<file path="config.mk">
export PLATFORM = sky130hd
export DESIGN_NAME = serial_adder
export DESIGN_NICKNAME = d
export VERILOG_FILES = /design/src/rtl/serial_adder_pkg.sv /design/src/rtl/serial_adder_full_adder.sv /design/src/rtl/serial_adder.sv
export SDC_FILE = /design/constraint.sdc
export NUM_CORES = 1
export LEC_CHECK = 0
export ABC_CLOCK_PERIOD_IN_PS = 4600
export BUFFER_PORTS_ARGS = -buffer_cell sky130_fd_sc_hd__buf_4
export CORE_ASPECT_RATIO = 2
export CORE_MARGIN = 2
export CORE_UTILIZATION = 40
export DETAILED_ROUTE_END_ITERATION = 12
export HOLD_SLACK_MARGIN = 0.15
export MAX_ROUTING_LAYER = met4
export PLACE_DENSITY = 0.58
export SLEW_MARGIN = 40
export SYNTH_ARGS = -nofsm -noshare
export SYNTH_HDL_FRONTEND = slang
export SYNTH_SLANG_ARGS = --single-unit
</file>
<file path="constraint.sdc">
create_clock -name clk -period 4.6 [get_ports clk]
set_clock_uncertainty 0.2 [all_clocks]
set_input_delay 0.92 -clock clk [delete_from_list [all_inputs] [get_ports clk]]
set_output_delay 0.92 -clock clk [all_outputs]
set_load 0.01 [all_outputs]
</file>
<file path="src/rtl/serial_adder_pkg.sv">
// Shared types and helpers for the bit-serial adder.
// Holds the FSM state encoding and the bit-counter width function.
package serial_adder_pkg;

    // Controller states: waiting for operands, shifting bits, holding the result
    typedef enum logic [1:0] {
        IDLE = 2'd0,
        RUN  = 2'd1,
        DONE = 2'd2
    } state_t;

    // Bit counter width: enough to index WIDTH bits, never narrower than one bit
    function automatic int cnt_w(input int width);
        int w;
        w = $clog2(width);
        return (w < 1) ? 1 : w;
    endfunction

endpackage

</file>
<file path="src/rtl/serial_adder_full_adder.sv">
// One-bit full adder cell used as the datapath of the bit-serial adder.
module serial_adder_full_adder (
    input  logic x,
    input  logic y,
    input  logic cin,
    output logic s,
    output logic cout
);

    assign s    = x ^ y ^ cin;
    assign cout = (x & y) | (cin & (x ^ y));

endmodule

</file>
<file path="src/rtl/serial_adder.sv">
// Bit-serial WIDTH-bit adder with valid/ready handshakes on input and output.
// Operands are shifted LSB first through one full adder cell with a registered carry.
// Optional signed-overflow output is enabled by defining SERIAL_ADD_OVF_EN.
module serial_adder
    import serial_adder_pkg::*;
#(
    parameter int WIDTH = 8
) (
    input  logic             clk,
    input  logic             rst_n,
    input  logic             in_valid,
    output logic             in_ready,
    input  logic [WIDTH-1:0] a,
    input  logic [WIDTH-1:0] b,
    input  logic             cin,
    output logic             out_valid,
    input  logic             out_ready,
    output logic [WIDTH-1:0] sum,
    output logic             cout
`ifdef SERIAL_ADD_OVF_EN
    ,
    output logic             ovf
`endif
);

    localparam int               CNT_W    = cnt_w(WIDTH);
    localparam logic [CNT_W-1:0] LAST_BIT = CNT_W'(WIDTH - 1);

    state_t           state_reg;
    state_t           state_next;
    logic [WIDTH-1:0] a_sh;
    logic [WIDTH-1:0] b_sh;
    logic [WIDTH-1:0] sum_sh;
    logic [WIDTH-1:0] sum_sh_next;
    logic             carry_q;
    logic [CNT_W-1:0] bit_cnt;
    logic             fa_s;
    logic             fa_cout;
    logic             accept;
    logic             last_bit;

    assign accept   = (state_reg == IDLE) && in_valid;
    assign last_bit = (state_reg == RUN) && (bit_cnt == LAST_BIT);

    serial_adder_full_adder u_fa (
        .x    (a_sh[0]),
        .y    (b_sh[0]),
        .cin  (carry_q),
        .s    (fa_s),
        .cout (fa_cout)
    );

    // New sum bit enters at the MSB so that after WIDTH shifts bit 0 lands at the LSB
    generate
        if (WIDTH == 1) begin : g_single
            assign sum_sh_next = fa_s;
        end else begin : g_multi
            assign sum_sh_next = {fa_s, sum_sh[WIDTH-1:1]};
        end
    endgenerate

    // State register
    always_ff @(posedge clk or negedge rst_n) begin
        if (!rst_n) begin
            state_reg <= IDLE;
        end else begin
            state_reg <= state_next;
        end
    end

    // Next-state logic: accept only in IDLE, leave RUN after the last bit, release on out_ready
    always_comb begin
        state_next = state_reg;
        unique case (state_reg)
            IDLE:    if (in_valid)           state_next = RUN;
            RUN:     if (bit_cnt == LAST_BIT) state_next = DONE;
            DONE:    if (out_ready)          state_next = IDLE;
            default:                         state_next = IDLE;
        endcase
    end

    // Handshake outputs decoded from the state
    always_comb begin
        in_ready  = (state_reg == IDLE);
        out_valid = (state_reg == DONE);
    end

    // Operand shifters, running carry and bit counter; counter holds on the last bit
    always_ff @(posedge clk or negedge rst_n) begin
        if (!rst_n) begin
            a_sh    <= '0;
            b_sh    <= '0;
            sum_sh  <= '0;
            carry_q <= 1'b0;
            bit_cnt <= '0;
        end else if (accept) begin
            a_sh    <= a;
            b_sh    <= b;
            carry_q <= cin;
            bit_cnt <= '0;
        end else if (state_reg == RUN) begin
            a_sh    <= a_sh >> 1;
            b_sh    <= b_sh >> 1;
            sum_sh  <= sum_sh_next;
            carry_q <= fa_cout;
            if (!last_bit) begin
                bit_cnt <= bit_cnt + CNT_W'(1);
            end
        end
    end

    // Result registers update only when the final bit is produced and hold otherwise
    always_ff @(posedge clk or negedge rst_n) begin
        if (!rst_n) begin
            sum  <= '0;
            cout <= 1'b0;
        end else if (last_bit) begin
            sum  <= sum_sh_next;
            cout <= fa_cout;
        end
    end

`ifdef SERIAL_ADD_OVF_EN
    // Signed overflow: carry into the MSB differs from carry out of the MSB
    always_ff @(posedge clk or negedge rst_n) begin
        if (!rst_n) begin
            ovf <= 1'b0;
        end else if (last_bit) begin
            ovf <= carry_q ^ fa_cout;
        end
    end
`endif

endmodule

</file>
==> summary.md, run 1 <==
| Metric | Value |
|---|---|
| Outcome | `completed` |
| Met1 usage in global routing | `17.43%` |
| Most common cell in the netlist | `sky130_fd_sc_hd__dfrtp_1` |
| Biggest area contributors in the synthesized netlist | `sky130_fd_sc_hd__dfrtp_1 (55%), sky130_fd_sc_hd__o22ai_1 (9.4%), sky130_fd_sc_hd__mux2_4 (7.8%), sky130_fd_sc_hd__nand2_1 (4.8%), sky130_fd_sc_hd__a21oi_1 (4.1%)` |
| Standard cell core area | `4129 um2` |
| Multi-input gate area | `688.2 um2` |
| Cts repair resizes | `0` |
| Share of cells above drive strength 1 | `29.05%` |
| Post-CTS clock slew at the launch and capture registers of the worst setup and hold paths | `0.08 ns` |
| Number of unique standard cell types used by synthesis | `26` |
| Number of sinks driven by the clock tree | `38` |
| Count of buffers inserted at the top-level ports | `31` |
| Hold slack final | `0.2885 ns` |
| Series of cell instances along the critical path | `inv_2 > nor2_1 > buf_4` |
| Avg WL per Cell | `14.79 um` |
| Startpoint-to-endpoint class of the critical path | `flip-flop to primary output` |
| Area taken by flip-flops and latches | `950.9 um2` |
| Overall die area | `4887 um2` |
| Met3 GRT Util | `3.704%` |
| Proportion of power drawn by combinational gates | `38.8%` |
| Iteration-0 DRC Markers | `26` |
| PD cells | `681.0 nW/um2` |
| Synthesized flop and latch total | `38` |
| Hold bufs inserted after CTS | `0` |
| Delay of the slowest cell on the worst path | `0.55 ns` |
| Type of element launching the critical path | `flip-flop` |
| Sum of internal, switching and leakage power | `0.001389 W` |
| Worst Hold Class | `flip-flop to flip-flop` |
| Clock tree root driver cell | `sky130_fd_sc_hd__clkbuf_8` |
| Achievable Freq | `410.9 MHz` |
| Most used flip-flop cell after synthesis | `sky130_fd_sc_hd__dfrtp_1` |
| Global-route wire length before repair | `5.906 mm` |
| Endpoint required time on the critical path | `3.48 ns` |
| Area share of the leading cell type in the synthesized netlist | `55.11%` |
| Maximum number of pins on one net before global-route repair | `39` |
| NetSw | `0.0004996 W` |
| Master of the slowest instance on the critical path | `sky130_fd_sc_hd__dfrtp_1` |
| Fraction of power consumed by the clock network | `17.2%` |
| Number of instances in the synthesized netlist | `151` |
| Routed vias | `1259` |
| DIE HEIGHT | `96.88 um` |
| Cell Area, Synth | `1725 um2` |
| # IOs | `32` |
| Cell Rows | `33` |
| Min Tclk post-route | `2.434 ns` |
| Arrival time worst endpoint | `1.31 ns` |
| Cell taking the most area after synthesis | `sky130_fd_sc_hd__dfrtp_1` |
| Number of detailed-route iterations in the first pass | `4` |
| Sort of element at the end of the critical path | `primary output` |
| Number of max-slew violations in the final report | `0` |
| Relative area change from synthesis to final layout | `18.20%` |
| All-Layer GR Usage | `15.98%` |
| Seq pwr share | `44.0%` |
| Measured slew at the worst slew-check pin | `0.7665 ns` |
| Initial antenna violation count | `0` |
| Average instance area after synthesis | `11.43 um2` |
| Largest registers | `a_sh (8), b_sh (8), sum (8)` |
| Peak supply drop | `347.5 uV` |
| Depth of the worst register-to-register path | `3` |
| Filler instances | `412` |
| Clock Latency Late Sink | `0.29 ns` |
| Initial cell density of the core | `41.79%` |
| Vias in the first global route | `1330` |
| Number of enable flip-flop cells after synthesis | `0` |
| NumNets Final | `202` |
| Weighted congestion at the end of routability-driven global placement | `0.8145` |
| Worst slew margin | `48.90%` |
| Max Fanout on Critical Path | `17` |
| Worst hold path stage count | `2` |
| Synth cell count leaders | `sky130_fd_sc_hd__dfrtp_1 (38), sky130_fd_sc_hd__o22ai_1 (26), sky130_fd_sc_hd__nand2_1 (22)` |
| Setup fix buffers added after clock tree synthesis | `0` |
| Layer carrying the most global-route usage | `met2` |
| Number of H-tree levels | `2` |
| Final number of setup-violating endpoints | `0` |
| Nets in the synthesized netlist | `175` |
| Design internal power | `0.0008893 W` |
| Max-capacitance violation count | `0` |
| Async set-reset flop share out of synthesis | `100.0%` |
| Number of diodes | `0` |
| Post-route clock period utilization | `52.91%` |
| TritonCTS buffer count | `5` |
| Aggregate negative setup slack | `0 ns` |
| Remaining routing DRC violations | `0` |
| Vias per std cell | `5.450` |
| Half-perimeter wire length after placement | `2.401 mm` |
| RSZ-0062 raised after global routing | `no` |
| P_leak | `0.9575 nW` |
| Routed wire length | `3.417 mm` |
| Die Width | `50.44 um` |
| Switching share of power | `35.97%` |
| Overall overflow remaining after global route | `0` |
| Antenna Nets Post-Route | `0` |
| Share of synthesized area occupied by flip-flops and latches | `55.11%` |
| Ys Warns | `0` |
| TritonCTS clock tree | `done` |
| Met2 usage | `27.02%` |
| Hold Fails Final Rpt | `0` |
| Max Root-Sink Buffers | `2` |
[metrics by stage]
step                      util (%)  cells  setup slack [ns]  cell area, um2
after floorplan                  -    151             2.642            1725
after global placement       47.09    223             2.526            1944
after detailed placement     47.09    223             2.482            1944
after CTS                    49.39    231             2.148            2039
after global routing         49.39    231             2.053            2039
final                        49.39    231             2.166            2039
[power groups by stage]
stage               combinational, W  sequential (W)  clock, W
floorplan                   0.000416        0.000598         0
global placement            0.000525        0.000613         0
detailed placement          0.000547        0.000619         0
CTS                         0.000548        0.000613  0.000246
global route                0.000607        0.000632  0.000257
finish                      0.000539        0.000611  0.000240
[cell type report]
cell class,instances,share of cell area [%]
sequential,38,46.63
multi-input combinational,100,33.74
timing repair buffer,31,11.41
clock buffer,6,4.049
tap,52,3.190
clock inverter,2,0.6135
inverter,2,0.3681
[cell families (layout without fill, tap and decap cells)]
family / count (synthesis) / count (layout) / share of synthesized area [%]
flops: 38 / 38 / 55.11
buf+inv: 13 / 41 / 5.003
simple gates: 35 / 35 / 10.01
fa+ha+maj: 3 / 3 / 2.610
compound gates: 53 / 53 / 19.43
mux: 9 / 9 / 7.832
[critical path, delay by kind of cell, from the launching register on]
| family | cells | cell delay (ns) |
|---|---|---|
| flops | 1 | 0.55 |
| simple gates | 1 | 0.13 |
| buf+inv | 2 | 0.34 |
[final timing paths]
kind | end | from | slack (ns)
max in group asynchronous | sum[7]$_DFFE_PN0P_ | rst_n | 3.48
min in group asynchronous | sum[2]$_DFFE_PN0P_ | rst_n | 0.38
worst min-delay path | sum_sh[1]$_DFFE_PN0P_ | sum_sh[1]$_DFFE_PN0P_ | 0.29
worst max register to register | a_sh[1]$_DFFE_PN0P_ | state_reg[0]$_DFFE_PN0P_ | 2.73
worst max-delay path | out_valid | state_reg[1]$_DFFE_PN0P_ | 2.17
worst min register to register | sum_sh[1]$_DFFE_PN0P_ | sum_sh[1]$_DFFE_PN0P_ | 0.29
[layout by cell type (no fill, tap or decap), drive strengths merged, types with 3 or more instances in the layout]
cell type and n:
dfrtp 38, buf 31, o22ai 26, nand2 23, a21oi 14, mux2 9, clkbuf 6, nor2 5
nand2b 3, o21ai 3, o2bb2ai 3
[routing by layer]
| layer | share of wire [%] | wire [um] |
|---|---|---|
| met5 | 0 | 0 |
| met1 | 39 | 1321 |
| met3 | 4.5 | 155 |
| met4 | 2.2 | 76 |
| met2 | 55 | 1863 |
Note: power is estimated with default switching activity, not from simulation.
==> inputs of run 2 (changes only) <==
Settings changed: ABC_CLOCK_PERIOD_IN_PS 4600 to 1950, PLACE_DENSITY 0.58 to 0.6.
Clock period 4.6 ns to 1.95 ns, I/O delays scaled along.
==> run 2 against run 1 <==
Effect of this change:
- critical path depth is the same
- combinational power increased by 140%
- total power is 140% higher
- cell area rose by 1.8%
- via count increased by 0.40%
- routed wire length fell by 1.7%
- register-to-register slack got worse by 2.6 ns
- die area unchanged
==> summary.md, run 2 (synthesis gave the netlist of run 1 again) <==
| Metric | Value |
|---|---|
| TritonCTS clock tree | `done` |
| Switching share of power | `35.12% (-0.85 points)` |
| Max Root-Sink Buffers | `2 (unchanged)` |
| Clock Latency Late Sink | `0.28 ns (about the same)` |
| Number of diodes | `0 (unchanged)` |
| Largest registers | `a_sh (8), b_sh (8), sum (8)` |
| RSZ-0062 raised after global routing | `no` |
| Initial cell density of the core | `41.79% (unchanged)` |
| Post-route clock period utilization | `93.27%` |
| Vias in the first global route | `1316 (-1.1%)` |
| Peak supply drop | `997.1 uV (+190%)` |
| Min Tclk post-route | `1.819 ns` |
| Standard cell core area | `4129 um2 (unchanged)` |
| Final number of setup-violating endpoints | `0 (unchanged)` |
| Area after detailed placement | `1974 um2 (+1.5%)` |
| Cell family contributing the most delay on the critical path | `flip-flops` |
| Post-CTS clock slew at the launch and capture registers of the worst setup and hold paths | `0.07 ns (about the same)` |
| Achievable Freq | `549.9 MHz` |
| PD cells | `1579 nW/um2 (+130%)` |
| Type of element launching the critical path | `flip-flop` |
| Remaining routing DRC violations | `0 (unchanged)` |
| Leading cell types in the layout, fill and taps excluded | `sky130_fd_sc_hd__dfrtp_1 (38), sky130_fd_sc_hd__buf_4 (35), sky130_fd_sc_hd__o22ai_1 (26)` |
| Post-route standard cell area excluding fillers | `2077 um2 (+1.8%)` |
| Most frequent standard cell in the layout excluding fill and tap cells | `sky130_fd_sc_hd__dfrtp_1` |
| Proportion of power drawn by combinational gates | `40.0% (+1.2 points)` |
| All-Layer GR Usage | `15.63% (-0.35 points)` |
| Die Width | `50.44 um (unchanged)` |
| Measured slew at the worst slew-check pin | `0.6165 ns (-0.1501 ns)` |
| Arrival time worst endpoint | `1.23 ns (-0.08 ns)` |
| Max-capacitance violation count | `0 (unchanged)` |
| Number of H-tree levels | `2 (unchanged)` |
| Overall die area | `4887 um2 (unchanged)` |
| Number of detailed-route iterations in the first pass | `4 (unchanged)` |
| Outcome | `completed` |
| TritonCTS buffer count | `5 (unchanged)` |
| Routed wire length | `3.360 mm (-1.7%)` |
| Antenna Nets Post-Route | `0 (unchanged)` |
| Max Fanout on Critical Path | `10 (-7)` |
| Global-route wire length before repair | `5.865 mm (-0.69%)` |
| Setup fix buffers added after clock tree synthesis | `0 (unchanged)` |
| Routed vias | `1264 (+0.40%)` |
| DIE HEIGHT | `96.88 um (unchanged)` |
| Avg WL per Cell | `14.30 um (-3.3%)` |
| NetSw | `0.001152 W (+130%)` |
| Sum of internal, switching and leakage power | `0.003279 W (+140%)` |
| Master of the slowest instance on the critical path | `sky130_fd_sc_hd__dfrtp_1` |
| Weighted congestion at the end of routability-driven global placement | `0.7573 (-7.0%)` |
| Iteration-0 DRC Markers | `24 (-7.7%)` |
| Overall overflow remaining after global route | `0 (unchanged)` |
| Number of sinks driven by the clock tree | `38 (unchanged)` |
| Count of buffers inserted at the top-level ports | `31 (unchanged)` |
| P_leak | `0.9816 nW (+2.5%)` |
| Worst Hold Class | `primary input to flip-flop` |
| Half-perimeter wire length after placement | `2.464 mm (+2.6%)` |
| Relative area change from synthesis to final layout | `20.38%` |
| Design internal power | `0.002128 W (+140%)` |
| Aggregate negative setup slack | `0 ns (unchanged)` |
| # IOs | `32 (unchanged)` |
| Vias per std cell | `5.379 (-1.3%)` |
| Delay of the slowest cell on the worst path | `0.57 ns (+0.02 ns)` |
| Share of the core filled with cells in the final layout | `50.30% (+0.91 points)` |
| Hold Fails Final Rpt | `0 (unchanged)` |
| Series of cell instances along the critical path | `inv_2 > nor2_1 > buf_4` |
| Clock tree root driver cell | `sky130_fd_sc_hd__clkbuf_8` |
| Initial antenna violation count | `0 (unchanged)` |
| Endpoint required time on the critical path | `1.36 ns (-2.12 ns)` |
| Share of cells above drive strength 1 | `29.51% (+0.46 points)` |
| Fraction of power consumed by the clock network | `16.1% (-1.1 points)` |
| Buffers and inverters on the worst path | `2 (unchanged)` |
| Seq pwr share | `43.9% (about the same)` |
| Maximum number of pins on one net before global-route repair | `39 (unchanged)` |
| Number of max-slew violations in the final report | `0 (unchanged)` |
| Cell Rows | `33 (unchanged)` |
| Worst slew margin | `58.47% (+9.6 points)` |
| Sort of element at the end of the critical path | `primary output` |
| NumNets Final | `208 (+3.0%)` |
| Startpoint-to-endpoint class of the critical path | `flip-flop to primary output` |
## run 2: cell count changes in the layout (fill, tap and decap cells not counted)
| cell | change |
|---|---|
| sky130_fd_sc_hd__dlygate4sd3_1 | +2 |
| sky130_fd_sc_hd__clkinv_2 | -1 |
| sky130_fd_sc_hd__buf_4 | +4 |
| sky130_fd_sc_hd__clkinvlp_4 | -1 |
## run 2: final cells by class
| cell class | count | area [um2] |
|---|---|---|
| inverters | 2 | 7.507 |
| clock buffers | 6 | 82.58 |
| well taps | 52 | 65.06 |
| multi-input cells | 100 | 688.2 |
| fillers | 395 | 2052 |
| repair buffers | 37 | 282.8 |
| flip-flops and latches | 38 | 950.9 |
## run 2: worst paths after layout
| path | start | to | slack [ns] | depth (start not counted) |
|---|---|---|---|---|
| max | state_reg[1]$_DFFE_PN0P_ | out_valid | 0.13 | 3 |
| min | b[7] | b_sh[7]$_DFFE_PN0P_ | 0.16 | 2 |
| max reg2reg | bit_cnt[0]$_DFFE_PN0P_ | sum[0]$_DFFE_PN0P_ | 0.18 | 4 |
| min reg2reg | sum_sh[4]$_DFFE_PN0P_ | sum_sh[3]$_DFFE_PN0P_ | 0.30 | 2 |
| max in group asynchronous | rst_n | bit_cnt[1]$_DFFE_PN0P_ | 0.81 | 2 |
| min in group asynchronous | rst_n | sum_sh[2]$_DFFE_PN0P_ | 0.40 | 2 |
## run 2: worst register-to-register path: stages (launching register included)
cell,delay [ns]
sky130_fd_sc_hd__dfrtp_1,0.40
sky130_fd_sc_hd__ha_1,0.17
sky130_fd_sc_hd__ha_1,0.39
sky130_fd_sc_hd__nand2_8,0.16
sky130_fd_sc_hd__mux2_4,0.33
## run 2: through the flow
stage               setup WS [ns]  instances  hold slack [ns]
global placement           0.2615        227           0.1827
CTS                        0.1305        235           0.1591
finish                     0.1313        235           0.1615
detailed placement         0.1635        227           0.1912
global route              0.05855        235           0.1700
floorplan                  0.3373        151          -0.1056
## run 2: timing repair
action                                 4_1_cts  5_1_grt
endpoints found under the hold margin       39        0
resized for setup                            0        0
hold buffers                                 2        0
## run 2: power by group through the flow
| stage | clock network (W) | logic, W | registers (W) |
|---|---|---|---|
| detailed placement | 0 | 0.00132 | 0.00146 |
| finish | 0.000527 | 0.00131 | 0.00144 |
| floorplan | 0 | 0.000981 | 0.00141 |
| CTS | 0.000548 | 0.00133 | 0.00144 |
| global route | 0.000578 | 0.00145 | 0.00149 |
| global placement | 0 | 0.00128 | 0.00144 |
## run 2: metal layers
layer,vias up,GRT usage (%),routed length [um]
li1,616,-,-
met1,609,18.03,1324
met2,32,25.81,1822
met3,7,3.858,148
met4,0,5.613,65
met5,-,-,0
